## config.mk

```make
export PLATFORM = sky130hd
export DESIGN_NAME = pipe_hazard_ctrl
export DESIGN_NICKNAME = d
export VERILOG_FILES = /design/src/rtl/pipe_hazard_ctrl.sv
export SDC_FILE = /design/constraint.sdc
export NUM_CORES = 1
export LEC_CHECK = 0
export BUFFER_PORTS_ARGS = -buffer_cell sky130_fd_sc_hd__buf_4
export CORE_MARGIN = 3
export CORE_UTILIZATION = 30
export CTS_CLUSTER_DIAMETER = 30
export DETAILED_ROUTE_END_ITERATION = 6
export MAX_ROUTING_LAYER = met4
export SLEW_MARGIN = 30
export SYNTH_ARGS = -nofsm -noshare
export SYNTH_HDL_FRONTEND = slang
export SYNTH_SLANG_ARGS = --single-unit
```

## constraint.sdc

```tcl
create_clock -name clk -period 2.42 [get_ports clk]
set_input_delay 0.242 -clock clk [delete_from_list [all_inputs] [get_ports clk]]
set_output_delay 0.242 -clock clk [all_outputs]
set_load 0.005 [all_outputs]
```

## src/rtl/pipe_hazard_ctrl.sv

```systemverilog
// Pipeline sequencing controller for the RV32 five-stage core: stage enables and flushes,
// data-memory handshake with wait timeout, ebreak/fault halt and a saturating stall counter.
module pipe_hazard_ctrl #(
  parameter int MEM_TIMEOUT = 16,
  parameter int CNT_W       = 32
) (
  input  logic             clk,
  input  logic             rst,
  input  logic             id_valid,
  input  logic [4:0]       id_rs1,
  input  logic [4:0]       id_rs2,
  input  logic             id_use_rs1,
  input  logic             id_use_rs2,
  input  logic             ex_valid,
  input  logic [4:0]       ex_rd,
  input  logic             ex_reg_wen,
  input  logic             ex_is_load,
  input  logic             ex_redirect,
  input  logic             mem_valid,
  input  logic             mem_access,
  input  logic             dmem_ready,
  input  logic             wb_valid,
  input  logic             wb_ebreak,
  output logic             pc_en,
  output logic             ifid_en,
  output logic             idex_en,
  output logic             exmem_en,
  output logic             ifid_flush,
  output logic             idex_flush,
  output logic             exmem_flush,
  output logic             memwb_flush,
  output logic             dmem_req,
  output logic             halted,
  output logic             mem_err,
  output logic [CNT_W-1:0] stall_cycles
);

  typedef enum logic [1:0] {
    ST_RUN      = 2'd0,
    ST_MEM_WAIT = 2'd1,
    ST_HALT     = 2'd2
  } state_t;

  localparam int          WAIT_W    = (MEM_TIMEOUT < 2) ? 1 : $clog2(MEM_TIMEOUT + 1);
  localparam logic [31:0] TIMEOUT_C = 32'(MEM_TIMEOUT);

  state_t             state_r, state_nxt_s;
  logic [WAIT_W-1:0]  wait_r, wait_nxt_s, wait_inc_s;
  logic               mem_err_r, mem_err_nxt_s;
  logic [CNT_W-1:0]   stall_r;
  logic               mem_req_s, load_use_s, timeout_s, stall_inc_s;

  assign mem_req_s  = mem_valid & mem_access;
  assign load_use_s = id_valid & ex_valid & ex_is_load & ex_reg_wen & (ex_rd != 5'd0) &
                      ((id_use_rs1 & (id_rs1 == ex_rd)) | (id_use_rs2 & (id_rs2 == ex_rd)));
  // The wait counter saturates so a disabled timeout can never wrap into a false match.
  assign wait_inc_s = (wait_r == {WAIT_W{1'b1}}) ? wait_r : (wait_r + {{(WAIT_W-1){1'b0}}, 1'b1});
  assign timeout_s  = (TIMEOUT_C != 32'd0) && ((32'(wait_r) + 32'd1) == TIMEOUT_C);

  assign halted       = (state_r == ST_HALT);
  assign mem_err      = mem_err_r;
  assign stall_cycles = stall_r;
  assign stall_inc_s  = ~rst & (state_r != ST_HALT) & ~pc_en;

  // Priority-ordered control decode and next-state selection.
  always_comb begin
    pc_en         = 1'b0;
    ifid_en       = 1'b0;
    idex_en       = 1'b0;
    exmem_en      = 1'b0;
    ifid_flush    = 1'b0;
    idex_flush    = 1'b0;
    exmem_flush   = 1'b0;
    memwb_flush   = 1'b0;
    dmem_req      = 1'b0;
    state_nxt_s   = state_r;
    wait_nxt_s    = wait_r;
    mem_err_nxt_s = mem_err_r;
    if (rst) begin
      ifid_flush    = 1'b1;
      idex_flush    = 1'b1;
      exmem_flush   = 1'b1;
      memwb_flush   = 1'b1;
      state_nxt_s   = ST_RUN;
      wait_nxt_s    = {WAIT_W{1'b0}};
      mem_err_nxt_s = 1'b0;
    end else begin
      case (state_r)
        ST_RUN, ST_MEM_WAIT: begin
          if (wb_valid & wb_ebreak) begin
            // Let the ebreak retire from WB; kill everything younger.
            ifid_flush    = 1'b1;
            idex_flush    = 1'b1;
            exmem_flush   = 1'b1;
            state_nxt_s   = ST_HALT;
            wait_nxt_s    = {WAIT_W{1'b0}};
            mem_err_nxt_s = 1'b0;
          end else begin
            dmem_req = mem_req_s;
            if (mem_req_s & ~dmem_ready) begin
              memwb_flush = 1'b1;
              wait_nxt_s  = wait_inc_s;
              if (timeout_s) begin
                state_nxt_s   = ST_HALT;
                mem_err_nxt_s = 1'b1;
              end else begin
                state_nxt_s = ST_MEM_WAIT;
              end
            end else begin
              wait_nxt_s  = {WAIT_W{1'b0}};
              state_nxt_s = ST_RUN;
              if (ex_valid & ex_redirect) begin
                pc_en      = 1'b1;
                ifid_en    = 1'b1;
                idex_en    = 1'b1;
                exmem_en   = 1'b1;
                ifid_flush = 1'b1;
                idex_flush = 1'b1;
              end else if (load_use_s) begin
                idex_en    = 1'b1;
                idex_flush = 1'b1;
                exmem_en   = 1'b1;
              end else begin
                pc_en    = 1'b1;
                ifid_en  = 1'b1;
                idex_en  = 1'b1;
                exmem_en = 1'b1;
              end
            end
          end
        end
        ST_HALT: begin
          state_nxt_s = ST_HALT;
        end
        default: begin
          state_nxt_s = ST_HALT;
        end
      endcase
    end
  end

  // State, wait counter, fault flag and stall counter registers.
  always_ff @(posedge clk) begin
    if (rst) begin
      state_r   <= ST_RUN;
      wait_r    <= {WAIT_W{1'b0}};
      mem_err_r <= 1'b0;
      stall_r   <= {CNT_W{1'b0}};
    end else begin
      state_r   <= state_nxt_s;
      wait_r    <= wait_nxt_s;
      mem_err_r <= mem_err_nxt_s;
      if (stall_inc_s && (stall_r != {CNT_W{1'b1}})) begin
        stall_r <= stall_r + {{(CNT_W-1){1'b0}}, 1'b1};
      end else begin
        stall_r <= stall_r;
      end
    end
  end

endmodule
```

Word level (Yosys, flattened, before mapping). Index checks and enable logic that the tools add are counted.

Register bits: 40. Latch bits: 0. Memory bits (writable): 0. ROM bits: 0. Input bits: 29. Output and inout bits: 43. Memories kept: 0.

$add $sub $neg: 3. Multiply operators: 0. Divide/modulo/power cells: 0. Order comparisons: 0. Equal/unequal tests: 9. Shifts and indexed selects: 0. Muxes and demuxes: 41. Bitwise gates (word level): 19. Reductions and logical operators: 9.

Operators by type and width (number): 2-to-1 mux 1 bit (34); adder 32 x 1 -> 32 bit, second input constant (1); != test 32 bit, second input constant (1); 2-to-1 mux 5 bit (3); AND 1 bit (13); equality test 5 bit (2); 2-to-1 mux 2 bit (4); adder 5 x 1 -> 6 bit, second input constant (1); equality test 6 x 5 -> 1 bit, second input constant (1); adder 5 x 1 -> 5 bit, second input constant (1); equality test 5 bit, second input constant (1); inverter 1 bit (5); nonzero test 5 bit (1); nonzero test 2 bit (2); OR reduction 4 bit (1); != test 3 bit, second input constant (1); AND reduction 3 bit (1); equality test 2 x 1 -> 1 bit, second input constant (1); equality test 2 bit, second input constant (1); zero test 2 bit (1); != test 2 bit, second input constant (1); AND reduction 2 bit (1); OR reduction 2 bit (1); logical AND 1 bit (1); bitwise OR 1 bit (1).

Depth between registers and ports, before layout. Gate-level depths: netlist of the first run.

Word-level depth: 14. Gate-level depth with buffers: 10.

Worst setup path before layout of the first run. No wires, ideal clock.

Path kind: reg2reg. From: reg stall_r[0] (netlist: stall_cycles[0]). To: reg stall_r[8] (netlist: stall_cycles[8]). Setup time: 123 ps. Arrival time: 2030 ps. Data required time: 2297 ps. Slack: 267 ps. Stages on the path, launching flop included: 10. Buffers on the path: 2. Path through: dfxtp_1 -> ha_1 -> and3_1 -> nand4_1 -> nor3_4 -> a41o_1 -> buf_6 -> buf_6 -> nor4_1 -> mux2_1.

Longest elaborated chain between the ends: 2. Elaborated cells between the ends (all ways): 3.

RTL lines: start, declared (RTL line 50) `logic [CNT_W-1:0] stall_r;`; start signal, assigned (RTL line 148) `stall_r <= {CNT_W{1'b0}};`; start signal, assigned (RTL line 154) `stall_r <= stall_r + {{(CNT_W-1){1'b0}}, 1'b1};`; start signal, assigned (RTL line 156) `stall_r <= stall_r;`; parallel branches: the longest is 2 deep, another holds adder 32 x 1 -> 32 bit.

Parallel ways; which one is timed is not known. A chain may end at the register's enable or synchronous reset.

Worst setup path after layout of the first run.
From: reg stall_r[0] (netlist: stall_cycles[0]). To: reg stall_r[11] (netlist: stall_cycles[11]).

Same word-level chain as after synthesis.

==> results of run 1 <==
[stage by stage]
| step | power [mW] | hold WS [ps] |
|---|---|---|
| after floorplan | 0.8141 | 436.3 |
| after global placement | 0.9270 | 490.9 |
| after detailed placement | 0.9316 | 499.4 |
| after CTS | 1.497 | 205.8 |
| after global routing | 1.554 | 222.9 |
| final | 1.474 | 219.4 |
[flip-flops by register name, indices dropped and copies added, names as in the netlist]
signal        flops
state_r           2
wait_r            5
stall_cycles     32
mem_err           1
[critical path, stage by stage, from the launching register on]
cell and delay (ps):
dfxtp_1 320, ha_1 210, and3_1 200, nand4_1 160
nor3_4 50, a41o_1 260, buf_12 180, buf_4 190
or4_1 500, a21oi_1 150
[synth_stat cells (2+ instances only)]
library cell,count
mux2_1,5
o21ai_1,3
xnor2_1,11
ha_1,4
or4_1,20
nand2_1,18
inv_2,2
nand2b_1,2
mux2i_1,2
buf_4,4
and2_1,2
inv_1,2
buf_1,2
and4_1,5
o211ai_1,3
nor3_1,3
nor2b_1,5
or2_2,5
or3_1,3
nor3_2,2
buf_2,3
o311ai_0,4
nor4_1,3
a21oi_1,26
nand3_1,16
nand3b_1,2
nand4_1,12
a22oi_1,2
o31ai_1,19
o21a_1,2
clkbuf_1,8
buf_6,3
o21ai_0,4
o41ai_1,3
dfxtp_1,40
and3_1,10
nor2_1,18
[kinds of logic after synthesis]
kind of cell / count (synthesis) / share of synthesized area, %
AND/OR/NAND/NOR: 133 / 32.53
AO/OA/AOI/OAI: 74 / 20.40
flip-flops: 40 / 32.64
buffers and inverters: 24 / 5.355
XOR/XNOR: 11 / 3.926
multiplexers: 7 / 3.111
adder cells (fa/ha/maj): 4 / 2.040
[final timing paths]
kind / from / endpoint / slack (ps) / depth (start not counted)
min reg2reg: stall_cycles[15] / stall_cycles[15] / 510 / 2
min: rst / wait_r[2] / 220 / 2
max reg2reg: stall_cycles[0] / stall_cycles[11] / 130 / 9
max: stall_cycles[0] / stall_cycles[11] / 130 / 9
[power by group]
group | switching, mW | leakage, nW | internal, mW
combinational | 0.127 | 0.948 | 0.115
clock | 0.254 | 0.0541 | 0.305
sequential | 0.00665 | 0.323 | 0.667
total | 0.388 | 1.32 | 1.09
[cell type report]
cell class / instances / area [um2] / share of cell area (%)
clock inverter: 3 / 42.54 / 1.297
clock buffer: 5 / 68.82 / 2.098
inverter: 4 / 15.01 / 0.4578
multi-input combinational: 229 / 1524 / 46.47
timing repair buffer: 90 / 700.7 / 21.37
sequential: 40 / 800.8 / 24.42
tap: 102 / 127.6 / 3.892
[per-layer routing]
layer / GRT usage (%) / up-vias
li1: - / 1279
met1: 20.17 / 1235
met2: 28.98 / 53
met3: 2.943 / 9
met4: 4.556 / 0
met5: - / -
==> out/metrics.cfg, run 1 <==
[routing]
dr_wl_met2_mm = 3.723
dr_wl_met3_um = 242
num_vias = 2576
wl_met1_mm = 3.161
drcViolationCount = 0
vias_per_cell = 5.446
dr.max_layer_used = met4
wl_per_cell_um = 15.29
wirelength_mm = 7.230
ant_nets = 0
drt_iter0_markers = 124
dr.pass1.iters = 4

[placement]
place_hpwl_mm = 5.423
place.gp.congestion = 0.8280
dp.cells = 465
port_buffers = 71
dp_slack_ps = 140.7
placed_cell_area_mm2 = 0.003168

[clocking]
post_cts_buffers = 0
cts_buffer_depth = 2
cts_hold_buffers = 0
insertion_delay_ps = 300
cts.sinks = 40
clkSlewWorstSetupHoldPaths_ps = 80
post_cts_resized = 0
numCtsBuffers = 5
htreeDepth = 2
cts_tree = yes
root_buffer = clkbuf_8

[final_layout]
final_nets = 403
final_cell_mix = 88 x buf_4, 40 x dfxtp_1, 26 x a21oi_1, 20 x or4_1, 19 x o31ai_1
synthToLayoutAreaGrowth_pct = 33.66
stdcell_count = 473
fill_cells = 828
n_antenna_cell = 0
final_common_cell = buf_4
fin_area_mm2 = 0.003279
drive_gt1_share_pct = 31.27
utilization_pct = 41.79

[floorplan]
design.core.area_mm2 = 0.007848
fp.dieW_um = 96.44
die_h_um = 96.44
die_area_mm2 = 0.009300
num_rows = 32
io_pins = 72
initial_core_util_pct = 31.27

[timing]
period_minus_slack_ps = 2292
fin_skew_ps = 9.071
worst_slew_pin_slew_ps = 614.9
finalMaxSlewViolations = 0
fin_crit_sh_pct = 94.71
setup_ws_ps = 128.1
fmaxAchievable_mhz = 436.3
hold_violations = 0
report.final.setup_viol = 0
slew_headroom_pct = 58.57
grt_setup_unrepaired = false
tns_ps = 0

[synthesis]
syn_inst = 293
syn-cell-area_mm2 = 0.002454
ys.flop_type = dfxtp_1
yosys.area.top_type = dfxtp_1
synth_seq_cells = 40
synth_area_leaders = dfxtp_1 33%, or4_1 6.1%, o31ai_1 5.8%
synth_top_area_share_pct = 32.64
avgSynthCellArea_um2 = 8.374
yosysSeqAreaShare_pct = 32.64
syn_nets = 326
synth.distinct_cells = 52
synth_edf_count = 0
synthArstFlopShare_pct = 0
yosysWarnings = 0

[job]
drv_cap = 0

[grt]
grt_first_pass_wirelength_mm = 12.10
track_usage_pct = 16.79
grt_max_degree = 45
overflow = 0
grt_pass1_vias = 2481
antenna_found_initial = 0

[pwr]
ir_drop_uv = 250.4
powerDensity_mw_per_mm2 = 449.6
leakage_nw = 1.325

[worst_setup_path]
critPathCaptureType = register
critical_path_class = reg2reg
cp.required_ps = 2650
arrival_ps = 2520
critPathMaxFanout = 44
start_kind = register

[min_path]
hold_path.class = in2reg

[run_status]
status = completed

Power figures use the tool's default switching activity.
==> run 2: changes to the inputs <==
--- a/config.mk
+++ b/config.mk
@@ -7,10 +7,11 @@
 export LEC_CHECK = 0
 export BUFFER_PORTS_ARGS = -buffer_cell sky130_fd_sc_hd__buf_4
 export CORE_MARGIN = 3
-export CORE_UTILIZATION = 30
+export CORE_UTILIZATION = 36
 export CTS_CLUSTER_DIAMETER = 30
 export DETAILED_ROUTE_END_ITERATION = 6
 export MAX_ROUTING_LAYER = met4
+export REMOVE_ABC_BUFFERS = 1
 export SLEW_MARGIN = 30
 export SYNTH_ARGS = -nofsm -noshare
 export SYNTH_HDL_FRONTEND = slang
==> run 2 against run 1 <==
Sequential power hardly changed. Clock-buffer cell count increased by 1. Wire length decreased by 8.9%. Sequential share of layout area rose by 0.69 points. Die area is 16% lower. Maximum frequency is 3.6% higher. Highest routed layer unchanged.
==> out/metrics.cfg, run 2 (synthesis gave the netlist of run 1 again) <==
[pwr]
powerDensity_mw_per_mm2 = 415.8
leakage_nw = 1.302
ir_drop_uv = 243.2

[timing]
hold_violations = 0
fin_skew_ps = 8.257
finalMaxSlewViolations = 0
worst_slew_pin_slew_ps = 843.5
slew_headroom_pct = 43.71
fmaxAchievable_mhz = 452.1
fin_crit_sh_pct = 91.41
period_minus_slack_ps = 2212
grt_setup_unrepaired = false
report.final.setup_viol = 0

[worst_setup_path]
cpPeakStageDelay_ps = 350
cp.required_ps = 2600
cp_slowest_cell = mux2_1
crit_chain = ha_1 > and3_1 > nand4_1 > nor3_4 > a41o_1 > buf_4 > nor4_1 > mux2_1
cp_top_family = simple AND/OR/NAND/NOR gates
critPathMaxFanout = 21
critPathCaptureType = register
critical_path_class = reg2reg
cp_num_buf_inv = 1
start_kind = register
arrival_ps = 2390

[routing]
vias_per_cell = 5.609
num_vias = 2507
drt_iter0_markers = 82
dr.pass1.iters = 4
wl_per_cell_um = 14.73
wirelength_mm = 6.584
drcViolationCount = 0
ant_nets = 0

[placement]
place_hpwl_mm = 5.112
dp.cells = 440
port_buffers = 71
place.gp.congestion = 0.8392

[grt]
track_usage_pct = 18.05
grt_max_degree = 30
grt_first_pass_wirelength_mm = 11.10
grt_pass1_vias = 2347
overflow = 0
antenna_found_initial = 0

[clocking]
post_cts_resized = 0
clkSlewWorstSetupHoldPaths_ps = 70
cts_tree = yes
numCtsBuffers = 5
htreeDepth = 2
root_buffer = clkbuf_8
insertion_delay_ps = 290
cts.sinks = 40
cts_buffer_depth = 2
post_cts_buffers = 0
cts_hold_buffers = 0

[final_layout]
stdcell_count = 447
synthToLayoutAreaGrowth_pct = 29.98
fill_cells = 658
final_cell_mix = 90 x buf_4, 40 x dfxtp_1, 26 x a21oi_1, 20 x or4_1, 19 x o31ai_1
drive_gt1_share_pct = 30.81
n_antenna_cell = 0
utilization_pct = 49.38
largest_reg_flops = 32
final_common_cell = buf_4
final_nets = 403

[floorplan]
initial_core_util_pct = 37.99
die_area_mm2 = 0.007842
die_h_um = 88.56
io_pins = 72
fp.dieW_um = 88.56
design.core.area_mm2 = 0.006459
num_rows = 29

[run_status]
status = completed

[job]
drv_cap = 0

[min_path]
hold_path.class = in2reg

[run 2: where the power goes]
| group | leakage [nW] | switching (mW) | internal [mW] | total (mW) |
|---|---|---|---|---|
| logic | 0.938 | 0.124 | 0.110 | 0.235 |
| registers | 0.323 | 0.00707 | 0.667 | 0.674 |
| clock network | 0.0410 | 0.221 | 0.196 | 0.418 |
| total | 1.30 | 0.353 | 0.973 | 1.33 |
[run 2: per-layer routing]
metal	global-route usage, %	wire [um]
met5	-	0
met2	30.18	3210
met3	3.259	308
met4	3.434	57
met1	22.96	3007
[run 2: path summary, 6_finish.rpt]
check                   start  slack, ps  cells after the start               end
min                 wb_ebreak        290                      3        state_r[1]
max reg2reg   stall_cycles[1]        210                      8   stall_cycles[8]
max           stall_cycles[1]        210                      8   stall_cycles[8]
min reg2reg  stall_cycles[15]        490                      2  stall_cycles[15]
[run 2: layout make-up]
class                   count  area, um2  share of cell area, %
clock buffers               6      72.57                  2.275
repair buffers             90      675.6                  21.18
clock inverters             1      5.005                 0.1569
multi-input cells         229       1524                  47.78
inverters                   4      15.01                 0.4708
well taps                  77      96.34                  3.021
flip-flops and latches     40      800.8                  25.11
[run 2: per-stage QoR]
| step | setup TNS, ps | setup WS, ps | instance area [um2] | hold WS (ps) | total power, mW |
|---|---|---|---|---|---|
| 6_report | 0 | 207.9 | 3189 | 289.4 | 1.326 |
| 4_1_cts | 0 | 174.0 | 3189 | 280.9 | 1.344 |
| 3_5_place_dp | 0 | 110.7 | 3112 | 490.4 | 0.9248 |
| 5_1_grt | 0 | 15.11 | 3189 | 311.9 | 1.393 |
| 2_1_floorplan | -1322 | -235.7 | 2337 | 311.1 | 0.7846 |
| 3_3_place_gp | 0 | 170.6 | 3112 | 489.8 | 0.9200 |
[run 2: worst register-to-register path, stage by stage, from the launching register on]
cell     delay [ps]
dfxtp_1         330
ha_1            210
and3_1          200
nand4_1         160
nor3_4           50
a41o_1          260
buf_4           210
nor4_1          340
mux2_1          350
